**src/rtl/comp_arbiter.sv**
```systemverilog
// comp_arbiter: round-robin arbiter that time-shares a single unsigned
// comparator between NREQ requesters. One transaction takes three cycles:
// IDLE (grant + operand capture), CMP (flags captured, done raised) and
// RESP (grant/done dropped, pointer advanced).

// Unsigned comparator; gt/lt are expressed as "b relative to a".
module COMP #(
  parameter int DATAWIDTH = 32
) (
  input  logic [DATAWIDTH-1:0] a,
  input  logic [DATAWIDTH-1:0] b,
  output logic                 gt,
  output logic                 lt,
  output logic                 eq
);

  assign gt = (b > a);
  assign lt = (b < a);
  assign eq = (b == a);

endmodule

module comp_arbiter #(
  parameter int DATAWIDTH = 32,
  parameter int NREQ      = 4
) (
  input  logic                      Clk,
  input  logic                      Rst,
  input  logic [NREQ-1:0]           req,
  input  logic [NREQ*DATAWIDTH-1:0] a_bus,
  input  logic [NREQ*DATAWIDTH-1:0] b_bus,
  output logic [NREQ-1:0]           gnt,
  output logic [NREQ-1:0]           done,
  output logic                      gt,
  output logic                      lt,
  output logic                      eq,
  output logic                      busy
);

  localparam int PW = (NREQ > 1) ? $clog2(NREQ) : 1;

  typedef enum logic [1:0] {
    IDLE = 2'd0,
    CMP  = 2'd1,
    RESP = 2'd2
  } state_t;

  state_t                state_reg, state_next;
  logic [PW-1:0]         ptr_reg, ptr_next;
  logic [PW-1:0]         sel_reg, sel_next;
  logic [DATAWIDTH-1:0]  a_r, a_next;
  logic [DATAWIDTH-1:0]  b_r, b_next;
  logic [NREQ-1:0]       gnt_reg, gnt_next;
  logic [NREQ-1:0]       done_reg, done_next;
  logic                  gt_reg, gt_next;
  logic                  lt_reg, lt_next;
  logic                  eq_reg, eq_next;

  logic                  comp_gt, comp_lt, comp_eq;
  logic [DATAWIDTH-1:0]  a_slice [NREQ];
  logic [DATAWIDTH-1:0]  b_slice [NREQ];
  logic [PW-1:0]         pick;
  logic                  found;
  int                    j;

  // Split the flat operand buses into per-requester slices.
  generate
    for (genvar gi = 0; gi < NREQ; gi++) begin : g_slice
      assign a_slice[gi] = a_bus[gi*DATAWIDTH +: DATAWIDTH];
      assign b_slice[gi] = b_bus[gi*DATAWIDTH +: DATAWIDTH];
    end
  endgenerate

  // The shared comparator only ever sees the captured operands, so bus
  // changes after the grant edge cannot disturb the result.
  COMP #(
    .DATAWIDTH(DATAWIDTH)
  ) u_comp (
    .a (a_r),
    .b (b_r),
    .gt(comp_gt),
    .lt(comp_lt),
    .eq(comp_eq)
  );

  // Round-robin pick: first set request at or above ptr, wrapping at NREQ-1.
  always_comb begin
    found = 1'b0;
    pick  = '0;
    j     = 0;
    for (int k = 0; k < NREQ; k++) begin
      j = int'(ptr_reg) + k;
      if (j >= NREQ) begin
        j = j - NREQ;
      end
      if (!found && req[PW'(j)]) begin
        found = 1'b1;
        pick  = PW'(j);
      end
    end
  end

  // Next-state and next-output logic for the three-phase sequence.
  always_comb begin
    state_next = state_reg;
    ptr_next   = ptr_reg;
    sel_next   = sel_reg;
    a_next     = a_r;
    b_next     = b_r;
    gnt_next   = gnt_reg;
    done_next  = done_reg;
    gt_next    = gt_reg;
    lt_next    = lt_reg;
    eq_next    = eq_reg;
    case (state_reg)
      IDLE: begin
        if (found) begin
          sel_next   = pick;
          a_next     = a_slice[pick];
          b_next     = b_slice[pick];
          gnt_next   = NREQ'(1) << pick;
          state_next = CMP;
        end
      end
      CMP: begin
        gt_next    = comp_gt;
        lt_next    = comp_lt;
        eq_next    = comp_eq;
        done_next  = gnt_reg;
        state_next = RESP;
      end
      RESP: begin
        gnt_next  = '0;
        done_next = '0;
        if (sel_reg == PW'(NREQ - 1)) begin
          ptr_next = '0;
        end else begin
          ptr_next = sel_reg + PW'(1);
        end
        state_next = IDLE;
      end
      default: begin
        gnt_next   = '0;
        done_next  = '0;
        state_next = IDLE;
      end
    endcase
  end

  // State register plus arbitration bookkeeping; reset aborts any transaction.
  always_ff @(posedge Clk or negedge Rst) begin
    if (!Rst) begin
      state_reg <= IDLE;
      ptr_reg   <= '0;
      sel_reg   <= '0;
    end else begin
      state_reg <= state_next;
      ptr_reg   <= ptr_next;
      sel_reg   <= sel_next;
    end
  end

  // Operand capture, grant/done strobes and result flags.
  always_ff @(posedge Clk or negedge Rst) begin
    if (!Rst) begin
      a_r      <= '0;
      b_r      <= '0;
      gnt_reg  <= '0;
      done_reg <= '0;
      gt_reg   <= 1'b0;
      lt_reg   <= 1'b0;
      eq_reg   <= 1'b0;
    end else begin
      a_r      <= a_next;
      b_r      <= b_next;
      gnt_reg  <= gnt_next;
      done_reg <= done_next;
      gt_reg   <= gt_next;
      lt_reg   <= lt_next;
      eq_reg   <= eq_next;
    end
  end

  assign gnt  = gnt_reg;
  assign done = done_reg;
  assign gt   = gt_reg;
  assign lt   = lt_reg;
  assign eq   = eq_reg;
  assign busy = (state_reg != IDLE);

endmodule
```
**config.mk**
```make
export PLATFORM = sky130hd
export DESIGN_NAME = comp_arbiter
export DESIGN_NICKNAME = d
export VERILOG_FILES = /design/src/rtl/comp_arbiter.sv
export SDC_FILE = /design/constraint.sdc
export NUM_CORES = 1
export LEC_CHECK = 0
export BUFFER_PORTS_ARGS = -buffer_cell sky130_fd_sc_hd__buf_4
export CORE_MARGIN = 1
export CORE_UTILIZATION = 51
export CTS_CLUSTER_SIZE = 24
export DETAILED_ROUTE_END_ITERATION = 7
export GPL_TIMING_DRIVEN = 0
export PLACE_DENSITY_LB_ADDON = 0.08
export SETUP_SLACK_MARGIN = 0.02
export SLEW_MARGIN = 10
export SYNTH_ARGS = -nofsm -noshare
export SYNTH_HDL_FRONTEND = slang
export SYNTH_SLANG_ARGS = --single-unit
```
**constraint.sdc**
```tcl
create_clock -name Clk -period 3.1 [get_ports Clk]
set_input_delay 0.31 -clock Clk [delete_from_list [all_inputs] [get_ports Clk]]
set_output_delay 0.31 -clock Clk [all_outputs]
set_load 0.03 [all_outputs]
```
==> results_dict.tcl <==
set metrics [dict create \
    status "complete, no violations" \
    cts_resized 0 \
    power_uw 7329 \
    p_leak_uw 0.003959 \
    syn_area_um2 5776 \
    hold_buffers 0 \
    holdCritPathClass "input pin to asynchronous set/reset pin" \
    cp-start-kind "register" \
    top_level_ports 274 \
    setup_violations 0 \
    worst-endpoint-required_ps 3320 \
    final_util_pct 75.93 \
    setup.worst_path.class "register to register" \
    nNetsFinal 1209 \
    clk_latency_ps 340 \
    critPathSlowestCell "dfrtp_1" \
    drive_gt1_share_pct 40.81 \
    synth-edff-count 0 \
    seq_area_um2 2027 \
    p_int_uw 4130 \
    cts_tree "yes" \
    ys_warn_count 0 \
    clockRootBuffer "clkbuf_16" \
    h-tree-depth 3 \
    r2r_start "ptr_reg[1]$_DFFE_PN0N_" \
    antenna_found_initial 0 \
    multiInputGateArea_um2 3351 \
    clockPowerShare_pct 14.9 \
    r2r_slack_ps 540 \
    wl_per_cell_um 19.68 \
    critPathCaptureType "register" \
    die_h_um 108.4 \
    grt_pass1_wl_mm 31.91 \
    synth-seq-cells 81 \
    max_stage_delay_ps 430 \
    routabilityCongestion 0.8766 \
    ys.flop_type "dfrtp_1" \
    track_usage_pct 35.65 \
    drt-initial-drc-count 534 \
    drv_cap 0 \
    ys_async_sr_fraction_pct 100.0 \
    fillers 857 \
    post-cts-setup-buffers 0 \
    synth_cell_types 39 \
    skew_ps 7.523 \
    layout-area-overhead-vs-synth_pct 43.76 \
    pwr-share-comb_pct 58.6 \
    drt_pass1_iterations 6 \
    n_antenna_cell 0 \
    die_area_um2 11750 \
    max_clock_freq_mhz 390.3 \
    clk_pin_slew_ps 60 \
    rr_endpoint "b_r[12]$_DFFE_PN0P_" \
    seqPwrFrac_pct 26.5 \
    synth-seq-area-share_pct 35.10 \
    top_regs "a_r (32), b_r (32)" \
    cts_made_buffers 9 \
    io_buffers 273 \
    p_sw_share_pct 43.65 \
    max_slew_margin_pct 30.50 \
    crit_chain "and2_1 -> o211a_1 -> nor2_1 -> buf_2 -> buf_2 -> mux2_2 -> a221o_1" \
    crit_arrival_ps 2780 \
    finalMaxSlewViolations 0 \
    fin_tns_setup_ps 0 \
    die_w_um 108.4 \
    power_switching_uw 3199 \
    ir_drop_v 0.0006297 \
    path_max_fanout 10 \
    syn-num-nets 925 \
    grt_overflow 0 \
    drc 0 \
    clock-sinks 81 \
    powerDensity_nw_per_um2 882.6 \
    syn_avg_cell_area_um2 9.168 \
    core_region_area_um2 10940 \
    min_period_over_period_pct 82.65 \
    synthCells 630 \
    grt_pass1_vias 6622 \
    cp_common_cell "buf_2" \
    vias_per_cell 6.137 \
    hold_ws_ps 143.3 \
    reg2regPathDepth 7 \
    totalWireLength_mm 20.84 \
    via_count 6499 \
    timing.final.ws_setup_ps 538.0 \
    rows 38 \
    clk_path_buf_depth 2 \
    hold_viol 0 \
    worst_pin_slew_ps 1042 \
    grt_max_degree 82 \
    period_minus_slack_ps 2562 \
    start_util_pct 52.81 \
    dp_slack_ps 578.0 \
    antenna_left 0 \
    rsz0062_at_grt "false" \
    post-dp-hpwl_mm 16.08 \
]
[layout by cell type (no fill, tap or decap), types with 7 or more instances in the layout]
master,netlist,final
nor2_1,12,12
nand3_1,65,65
o21ai_0,72,72
nand4_1,7,7
ha_1,33,33
dfrtp_1,81,81
buf_2,15,15
nand2b_1,8,8
a221o_1,64,64
clkbuf_1,38,38
mux2_2,65,65
inv_1,36,36
buf_4,1,274
clkbuf_16,0,9
nand2_1,15,15
a21oi_1,78,78
[metrics by stage]
| stage | instance area [um^2] | std cells |
|---|---|---|
| after floorplan | 5776 | 630 |
| after global placement | 8000 | 1043 |
| after detailed placement | 8000 | 1043 |
| after CTS | 8303 | 1059 |
| after global routing | 8303 | 1059 |
| final | 8303 | 1059 |
[cell usage after synthesis, drive strengths merged, types with 2 or more instances]
library cell	count	area share (%)
a221o	64	11
ha	33	7.1
a21o	2	0.26
buf	20	2.1
a22o	3	0.46
nor2	12	0.78
nor3	3	0.26
nand4	7	0.76
a21oi	78	6.8
nor4	3	0.58
nand2b	8	0.87
inv	36	2.3
dfrtp	81	35
mux2	65	13
mux2i	5	0.87
o21ai	72	6.2
a211oi	2	0.26
or2	2	0.22
nand3	65	5.6
nand2	15	0.97
and2	2	0.22
o31ai	2	0.26
clkbuf	38	2.5
[worst max-delay path by stage]
stage	start	end	slack, ps	cells after the start
3_3_place_gp	ptr_reg[1]$_DFFE_PN0N_	b_r[21]$_DFFE_PN0P_	640	7
3_5_place_dp	ptr_reg[1]$_DFFE_PN0N_	b_r[21]$_DFFE_PN0P_	580	7
6_report	ptr_reg[1]$_DFFE_PN0N_	b_r[12]$_DFFE_PN0P_	540	7
2_1_floorplan	ptr_reg[1]$_DFFE_PN0N_	a_r[23]$_DFFE_PN0P_	960	7
4_1_cts	ptr_reg[1]$_DFFE_PN0N_	b_r[0]$_DFFE_PN0P_	570	7
5_1_grt	ptr_reg[1]$_DFFE_PN0N_	b_r[12]$_DFFE_PN0P_	420	7
[worst max-delay path: cells and delay by family (launching register included)]
family	cells	cell delay, ps
buf+inv	2	670
compound gates	2	550
flops	1	430
simple gates	2	400
mux	1	390
[routing by layer]
metal / wire length, um / part of all wire [%] / GRT usage [%] / vias up
li1: - / - / - / 2965
met1: 7905 / 38 / 42.07 / 3107
met2: 10560 / 51 / 63.16 / 370
met3: 1668 / 8.0 / 5.726 / 57
met4: 706 / 3.4 / 16.31 / 0
met5: 0 / 0 / 0 / -
[kinds of logic (layout without fill, tap and decap cells)]
| kind of cell | Yosys count | count (layout) | synth area share [%] |
|---|---|---|---|
| DFF | 81 | 81 | 35.10 |
| and+or+nand+nor | 120 | 120 | 10.66 |
| AOI/OAI and AO/OA | 232 | 232 | 26.67 |
| adders and majority gates | 33 | 33 | 7.149 |
| muxes | 70 | 70 | 13.54 |
| buffers and inverters | 94 | 383 | 6.889 |
[power by group through the flow]
stage | clock network [uW] | logic [uW] | registers [uW]
detailed placement | 0 | 4210 | 1940
finish | 1090 | 4290 | 1940
global placement | 0 | 4000 | 1920
global route | 1140 | 4680 | 1990
CTS | 1090 | 4250 | 1930
floorplan | 0 | 2830 | 1930
[layout make-up]
cell class | instances | share of cell area [%]
Clock inverter | 7 | 0.9343
Sequential cell | 81 | 24.41
Inverter | 36 | 1.627
Buffer | 58 | 3.165
Multi-Input combinational cell | 455 | 40.36
Tap cell | 140 | 2.110
Clock buffer | 9 | 2.712
Timing Repair Buffer | 273 | 24.68
Note: power is estimated with default switching activity, not from simulation.
